### config.mk
export PLATFORM = sky130hd
export DESIGN_NAME = fsm_alu_controller
export DESIGN_NICKNAME = d
export VERILOG_FILES = /design/src/rtl/fsm_alu_pkg.sv /design/src/rtl/alu7.sv /design/src/rtl/fsm_alu_controller.sv
export SDC_FILE = /design/constraint.sdc
export NUM_CORES = 1
export LEC_CHECK = 0
export BUFFER_PORTS_ARGS = -buffer_cell sky130_fd_sc_hd__buf_4
export CAP_MARGIN = 10
export CORE_MARGIN = 4
export CORE_UTILIZATION = 28
export DETAILED_ROUTE_END_ITERATION = 10
export HOLD_SLACK_MARGIN = 0.1
export PLACE_DENSITY_LB_ADDON = 0.1
export SLEW_MARGIN = 20
export SYNTH_ARGS = -nofsm -noshare
export SYNTH_HDL_FRONTEND = slang
export SYNTH_SLANG_ARGS = --single-unit
### constraint.sdc
create_clock -name clk_i -period 2.8 [get_ports clk_i]
set_input_delay 0.56 -clock clk_i [delete_from_list [all_inputs] [get_ports clk_i]]
set_output_delay 0.56 -clock clk_i [all_outputs]
set_load 0.005 [all_outputs]
### src/rtl/fsm_alu_pkg.sv
// Shared constants for the FSM + ALU demonstrator: state codes, op codes and
// the fixed operand schedule.
package fsm_alu_pkg;

    localparam int unsigned W = 7;

    typedef logic [1:0] state_t;

    localparam state_t S_IDLE = 2'd0;
    localparam state_t S_ADD  = 2'd1;
    localparam state_t S_SUB  = 2'd2;
    localparam state_t S_NEXT = 2'd3;

    localparam logic OP_ADD = 1'b0;
    localparam logic OP_SUB = 1'b1;

    localparam logic [W-1:0] A_SEED = 7'd25;
    localparam logic [W-1:0] B_SEED = 7'd10;
    localparam logic [W-1:0] A_STEP = 7'd37;
    localparam logic [W-1:0] B_STEP = 7'd53;

endpackage

### src/rtl/alu7.sv
// Combinational 7-bit add/subtract ALU with carry/borrow and a flag for a
// strictly positive true (unwrapped) result.
module alu7
    import fsm_alu_pkg::*;
(
    input  logic [W-1:0] a_i,
    input  logic [W-1:0] b_i,
    input  logic         sub_i,
    output logic [W-1:0] res_o,
    output logic         cf_o,
    output logic         gz_o
);

    logic [W:0] sum;
    logic [W:0] diff;

    always_comb begin
        sum  = {1'b0, a_i} + {1'b0, b_i};
        diff = {1'b0, a_i} - {1'b0, b_i};
        if (sub_i) begin
            // The extended bit of the difference is the borrow, i.e. a < b.
            res_o = diff[W-1:0];
            cf_o  = diff[W];
            gz_o  = (a_i > b_i);
        end else begin
            res_o = sum[W-1:0];
            cf_o  = sum[W];
            gz_o  = ((a_i | b_i) != '0);
        end
    end

endmodule

### src/rtl/fsm_alu_controller.sv
// Free-running controller that walks a fixed operand schedule through alu7
// and registers operands, operation and flagged result.
module fsm_alu_controller
    import fsm_alu_pkg::*;
(
    input  logic         clk_i,
    input  logic         rst_i,
    output logic [W-1:0] a_o,
    output logic [W-1:0] b_o,
    output logic         op_o,
    output logic [W-1:0] res_o,
    output logic         cf_o,
    output logic         gz_o
);

    state_t         state_q, state_d;
    logic [W-1:0]   a_q, a_d;
    logic [W-1:0]   b_q, b_d;
    logic           op_q, op_d;
    logic [W-1:0]   res_q, res_d;
    logic           cf_q, cf_d;
    logic           gz_q, gz_d;

    logic [W-1:0]   alu_res;
    logic           alu_cf;
    logic           alu_gz;

    // Operation select comes from the state, never from the registered op.
    alu7 u_alu (
        .a_i   (a_q),
        .b_i   (b_q),
        .sub_i (state_q == S_SUB),
        .res_o (alu_res),
        .cf_o  (alu_cf),
        .gz_o  (alu_gz)
    );

    always_comb begin
        state_d = state_q;
        a_d     = a_q;
        b_d     = b_q;
        op_d    = op_q;
        res_d   = res_q;
        cf_d    = cf_q;
        gz_d    = gz_q;
        unique case (state_q)
            S_IDLE: begin
                a_d     = A_SEED;
                b_d     = B_SEED;
                state_d = S_ADD;
            end
            S_ADD: begin
                res_d   = alu_res;
                cf_d    = alu_cf;
                gz_d    = alu_gz;
                op_d    = OP_ADD;
                state_d = S_SUB;
            end
            S_SUB: begin
                res_d   = alu_res;
                cf_d    = alu_cf;
                gz_d    = alu_gz;
                op_d    = OP_SUB;
                state_d = S_NEXT;
            end
            S_NEXT: begin
                a_d     = a_q + A_STEP;
                b_d     = b_q + B_STEP;
                state_d = S_ADD;
            end
            default: state_d = S_IDLE;
        endcase
    end

    always_ff @(posedge clk_i) begin
        if (rst_i) begin
            state_q <= S_IDLE;
            a_q     <= '0;
            b_q     <= '0;
            op_q    <= 1'b0;
            res_q   <= '0;
            cf_q    <= 1'b0;
            gz_q    <= 1'b0;
        end else begin
            state_q <= state_d;
            a_q     <= a_d;
            b_q     <= b_d;
            op_q    <= op_d;
            res_q   <= res_d;
            cf_q    <= cf_d;
            gz_q    <= gz_d;
        end
    end

    assign a_o   = a_q;
    assign b_o   = b_q;
    assign op_o  = op_q;
    assign res_o = res_q;
    assign cf_o  = cf_q;
    assign gz_o  = gz_q;

endmodule

After elaboration in Yosys (flattened, before gate mapping)
Index checks and enable logic that the tools add are counted.
{"block": "totals", "regBits": 26, "latchBits": 0, "ramBits": 0, "romBits": 0, "inputBits": 2, "out_inout_bits": 24, "mem_count": 0}
{"block": "classes", "addsub": 4, "mul": 0, "div_mod_pow": 0, "n_lt_le_gt_ge": 1, "eq_ne": 3, "shifts": 0, "muxes": 7, "n_bitwise": 1, "n_reduce_logical": 6}
{"operator": "$pmux 7 s2", "n": 2}
{"operator": "$add 7x6->7 const B", "n": 2}
{"operator": "$add 7x7->8", "n": 1}
{"operator": "$sub 7x7->8", "n": 1}
{"operator": "$gt 7x7->1", "n": 1}
{"operator": "$mux 7", "n": 1}
{"operator": "$or 7x7->7", "n": 1}
{"operator": "$reduce_bool 7->1", "n": 1}
{"operator": "$pmux 2 s3", "n": 1}
{"operator": "$eq 2x2->1 const B", "n": 2}
{"operator": "$reduce_bool 2->1", "n": 2}
{"operator": "$reduce_or 2->1", "n": 2}
{"operator": "$eq 2x1->1 const B", "n": 1}
{"operator": "$logic_not 2->1", "n": 1}
{"operator": "$mux 1", "n": 2}
{"operator": "$pmux 1 s2", "n": 1}

Longest topological paths before layout
{"block": "logic_depth", "ltp_word": 3, "mapped_depth": 9, "depth_no_buf": 9}

By module
From an unflattened synthesis, not the netlist that was laid out.
{"block": "unflattened", "cells_unflattened": 216, "area_unflattened_um2": 1865.5}
{"mod": "fsm_alu_controller", "n_inst": 1, "cells_per_inst": 118, "area_per_inst_um2": 1123.6, "seq_area_each_um2": 520.5}
{"mod": "alu7", "n_inst": 1, "cells_per_inst": 98, "area_per_inst_um2": 742.0, "seq_area_each_um2": 0.0}

Worst setup path after synthesis
Ideal clock, no wire load.
{"block": "synth_path", "kind": "reg2reg", "from": "reg a_q[3], in the netlist a_o[3]", "to": "reg gz_q, in the netlist gz_o", "setup_time_ps": 132, "t_arrival_ps": 1928, "required_ps": 2668, "setup_slack_ps": 740, "stages_incl_launch_ff": 7, "path_buffers": 0, "path_cell_list": "dfxtp_1 > inv_1 > ha_1 > or4_1 > or4_1 > o2111ai_1 > o22ai_1"}
{"block": "synth_between", "elab_chain_cells": 3}
{"item": "from (decl)", "line": "fsm_alu_controller.sv:17", "source": "logic [W-1:0] a_q, a_d;"}
{"item": "from (signal assigned)", "line": "fsm_alu_controller.sv:78", "source": "a_q <= '0;"}
{"item": "from (signal assigned)", "line": "fsm_alu_controller.sv:86", "source": "a_q <= a_d;"}
{"item": "parallel branches: the longest is 2 deep, another holds $gt 7x7->1"}
{"item": "$mux 1 *", "line": "alu7.sv:20", "source": "if (sub_i) begin"}
{"item": "to (signal assigned)", "line": "fsm_alu_controller.sv:91", "source": "gz_q <= gz_d;"}
{"item": "to (decl)", "line": "fsm_alu_controller.sv:22", "source": "logic gz_q, gz_d;"}
Mark *: on every way between the ends.
A chain may end at the register's enable or synchronous reset.

Worst setup path after layout
{"block": "layout_path", "from": "reg b_q[4], in the netlist b_o[4]", "to": "reg gz_q, in the netlist gz_o"}
{"block": "layout_between", "elab_chain_cells": 3}
{"item": "from (decl)", "line": "fsm_alu_controller.sv:18", "source": "logic [W-1:0] b_q, b_d;"}
{"item": "from (signal assigned)", "line": "fsm_alu_controller.sv:79", "source": "b_q <= '0;"}
{"item": "from (signal assigned)", "line": "fsm_alu_controller.sv:87", "source": "b_q <= b_d;"}
{"item": "parallel branches: the longest is 2 deep, another holds $gt 7x7->1"}
{"item": "$mux 1 *", "line": "alu7.sv:20"}
Marked as above.

==> reports/qor.txt <==
status -> complete, no violations
top cells by area, synth -> dfxtp_1, ha_1, nor2_1
clock latency on the worst-skew pair -> 0.27 ns
sequential share of the synthesized area -> 27.51%
Worst Reg-to-Reg Cells -> 6
YS warnings -> 0
startpoint types -> flop
met3 wire len -> 130 um
synth-to-layout area growth -> 14.55%
Pleak -> 0.9350 nW
Pre-Repair DR Iteration Count -> 4
Worst Tran Pin Value -> 0.7339 ns
area of the multi-input gates -> 1186 um2
Seq pwr share -> 35.6%
RD Place Congestion -> 0.8491
CTS Buf Count -> 3
fill cell instance count of the final layout -> 720
first-pass GRT wire length -> 8500 um
Clk pwr share -> 15.9%
P_int -> 0.0008442 W
#FFs+latches synth -> 26
Yosys cell types -> 38
WL per Instance -> 15.31 um
CP Capture Type -> flop
CP max FO -> 13
ys flop type -> dfxtp_1
die height -> 90.20 um
Yosys top cell area share -> 27.51%
total power -> 0.001434 W
Std-Cell Rows -> 29
maxcap violations -> 0
share of total power in combinational logic -> 48.6%
Switching Power -> 0.0005900 W
post-CTS sizing -> 0
core area -> 6459 um2
met2 routed WL -> 2293 um
Tmin final -> 2.399 ns
Setup TNS -> 0 ns
met1 wire length -> 2631 um
Post CTS Setup Buffer Count -> 0
ys async rst share -> 0%
fraction of the cycle the final worst path needs -> 85.67%
worst hold slack -> 0.4710 ns
Synth area leader -> dfxtp_1
CTS tree -> yes
cts hold-fix bufs -> 0
clock slew at reported path FFs -> 0.10 ns
Worst Skew -> 0.001505 ns
vias in the first global route -> 1,697
grt total ovfl -> 0
Hold Path Cell Cnt -> 2
clock net sink count -> 26
Syn Nets -> 264
Nets -> 287
Iter 0 DRT Violations -> 78
Antenna Nets Post-Route -> 0
placed wire-length estimate -> 3716 um
IO Port Bufs -> 25
critical path class -> reg -> reg
switch share -> 41.14%
IO Pins -> 26
DR vias/cell -> 4.979
layout cells sized above 1 -> 12.94%
Rel. slew slack -> 50.97%
DRC Markers -> 0
Fin. Hold Viols -> 0
max-slew violation count -> 0
register area -> 520.5 um2
HP Class -> reg -> reg
Critical Path AT -> 2.55 ns
vias post-DR -> 1,653
H-Tree Depth -> 1
clk buf depth -> 2
most frequent cell after synthesis -> nor2_1
Pwr Density -> 661.8 nW/um2
largest net degree at the start of global routing -> 26
FMAX -> 416.9 MHz
RSZ-0062 raised after global routing -> no
setup violators final -> 0
final worst slack -> 0.4013 ns
die area -> 8135 um2
number of enable flip-flop cells after synthesis -> 0
Die X-Extent -> 90.20 um
post-layout util -> 33.55%
total detailed-routing wirelength -> 5084 um
uppermost layer routed -> met4
syn avg cell area -> 8.085 um2
Post-Syn Area -> 1892 um2
antenna cells -> 0
maximum vdd drop -> 0.3614 mV
Critical Path RT -> 2.96 ns
pre-CTS WS -> 0.4295 ns
Post-synth top cells -> nor2_1, inv_1, dfxtp_1, ha_1, o21ai_0
initial antenna violation count -> 0
Root Buffer Master -> clkbuf_8
Initial Util -> 29.29%
Syn Inst Count -> 234
Total Routing Usage GR -> 12.77%
cell usage in the layout (no fill, tap or decap), types with 2 or more instances in the layout:
master     count
nand3_1        6
o211a_1        2
nor3_1         2
nand2_1       11
a211oi_1       3
nor3b_1        2
buf_4         29
xnor2_1        7
a311oi_1       2
fa_1           2
clkbuf_8       3
nor2_1        33
ha_1          26
or3_1          4
o31ai_1        2
nor2b_1        3
o22ai_1        2
o21ai_0       18
a2111oi_0      5
o21bai_1       4
dfxtp_1       26
inv_1         27
or4_1          2
a21oi_1       16
mux2i_1        5
o2111ai_1      2
path summary, 6_finish.rpt:
| check | startpoint | to | slack, ns |
|---|---|---|---|
| setup / recovery | b_o[4] | gz_o | 0.40 |
| hold / removal | res_o[4] | res_o[4] | 0.47 |
| hold reg to reg | res_o[4] | res_o[4] | 0.47 |
| setup reg to reg | b_o[4] | gz_o | 0.40 |
per-layer routing:
layer / track usage [%] / vias up
met1: 17.90 / 777
met5: 0 / -
li1: - / 850
met2: 20.47 / 24
met4: 3.061 / 0
met3: 2.003 / 2
per-stage QoR:
stage / instance area [um2] / cells
2_1_floorplan: 1892 / 234
3_3_place_gp: 2126 / 329
3_5_place_dp: 2126 / 329
6_report: 2167 / 332
4_1_cts: 2167 / 332
5_1_grt: 2167 / 332
state kept, by name (all words and copies together), names as in the netlist:
register / cells
b_o: 7
op_o: 1
a_o: 7
res_o: 7
state_q: 2
cf_o: 1
gz_o: 1
power by group through the flow:
stage / clock [W] / combinational [W] / sequential [W]
6_report: 0.000227 / 0.000697 / 0.000510
5_1_grt: 0.000254 / 0.000797 / 0.000524
4_1_cts: 0.000241 / 0.000704 / 0.000511
3_5_place_dp: 0 / 0.000700 / 0.000520
3_3_place_gp: 0 / 0.000702 / 0.000520
2_1_floorplan: 0 / 0.000480 / 0.000511
final cells by class:
class	instances	share of cell area, %
Clock buffer	3	1.905
Inverter	28	4.850
Multi-Input combinational cell	169	54.73
Sequential cell	26	24.02
Tap cell	77	4.446
Timing Repair Buffer	29	10.05
logic make-up after synthesis:
kind of cell	synth area share (%)
xor+xnor	3.704
compound gates	21.63
fa+ha+maj	19.31
mux	2.646
simple gates	15.41
flops	27.51
buf+inv	9.788
critical path: stages (launching register included):
cell	delay, ns
dfxtp_1	0.45
inv_1	0.10
ha_1	0.45
or4_1	0.59
or4_1	0.46
o2111ai_1	0.13
o22ai_1	0.10
(Power assumes the default switching activity.)
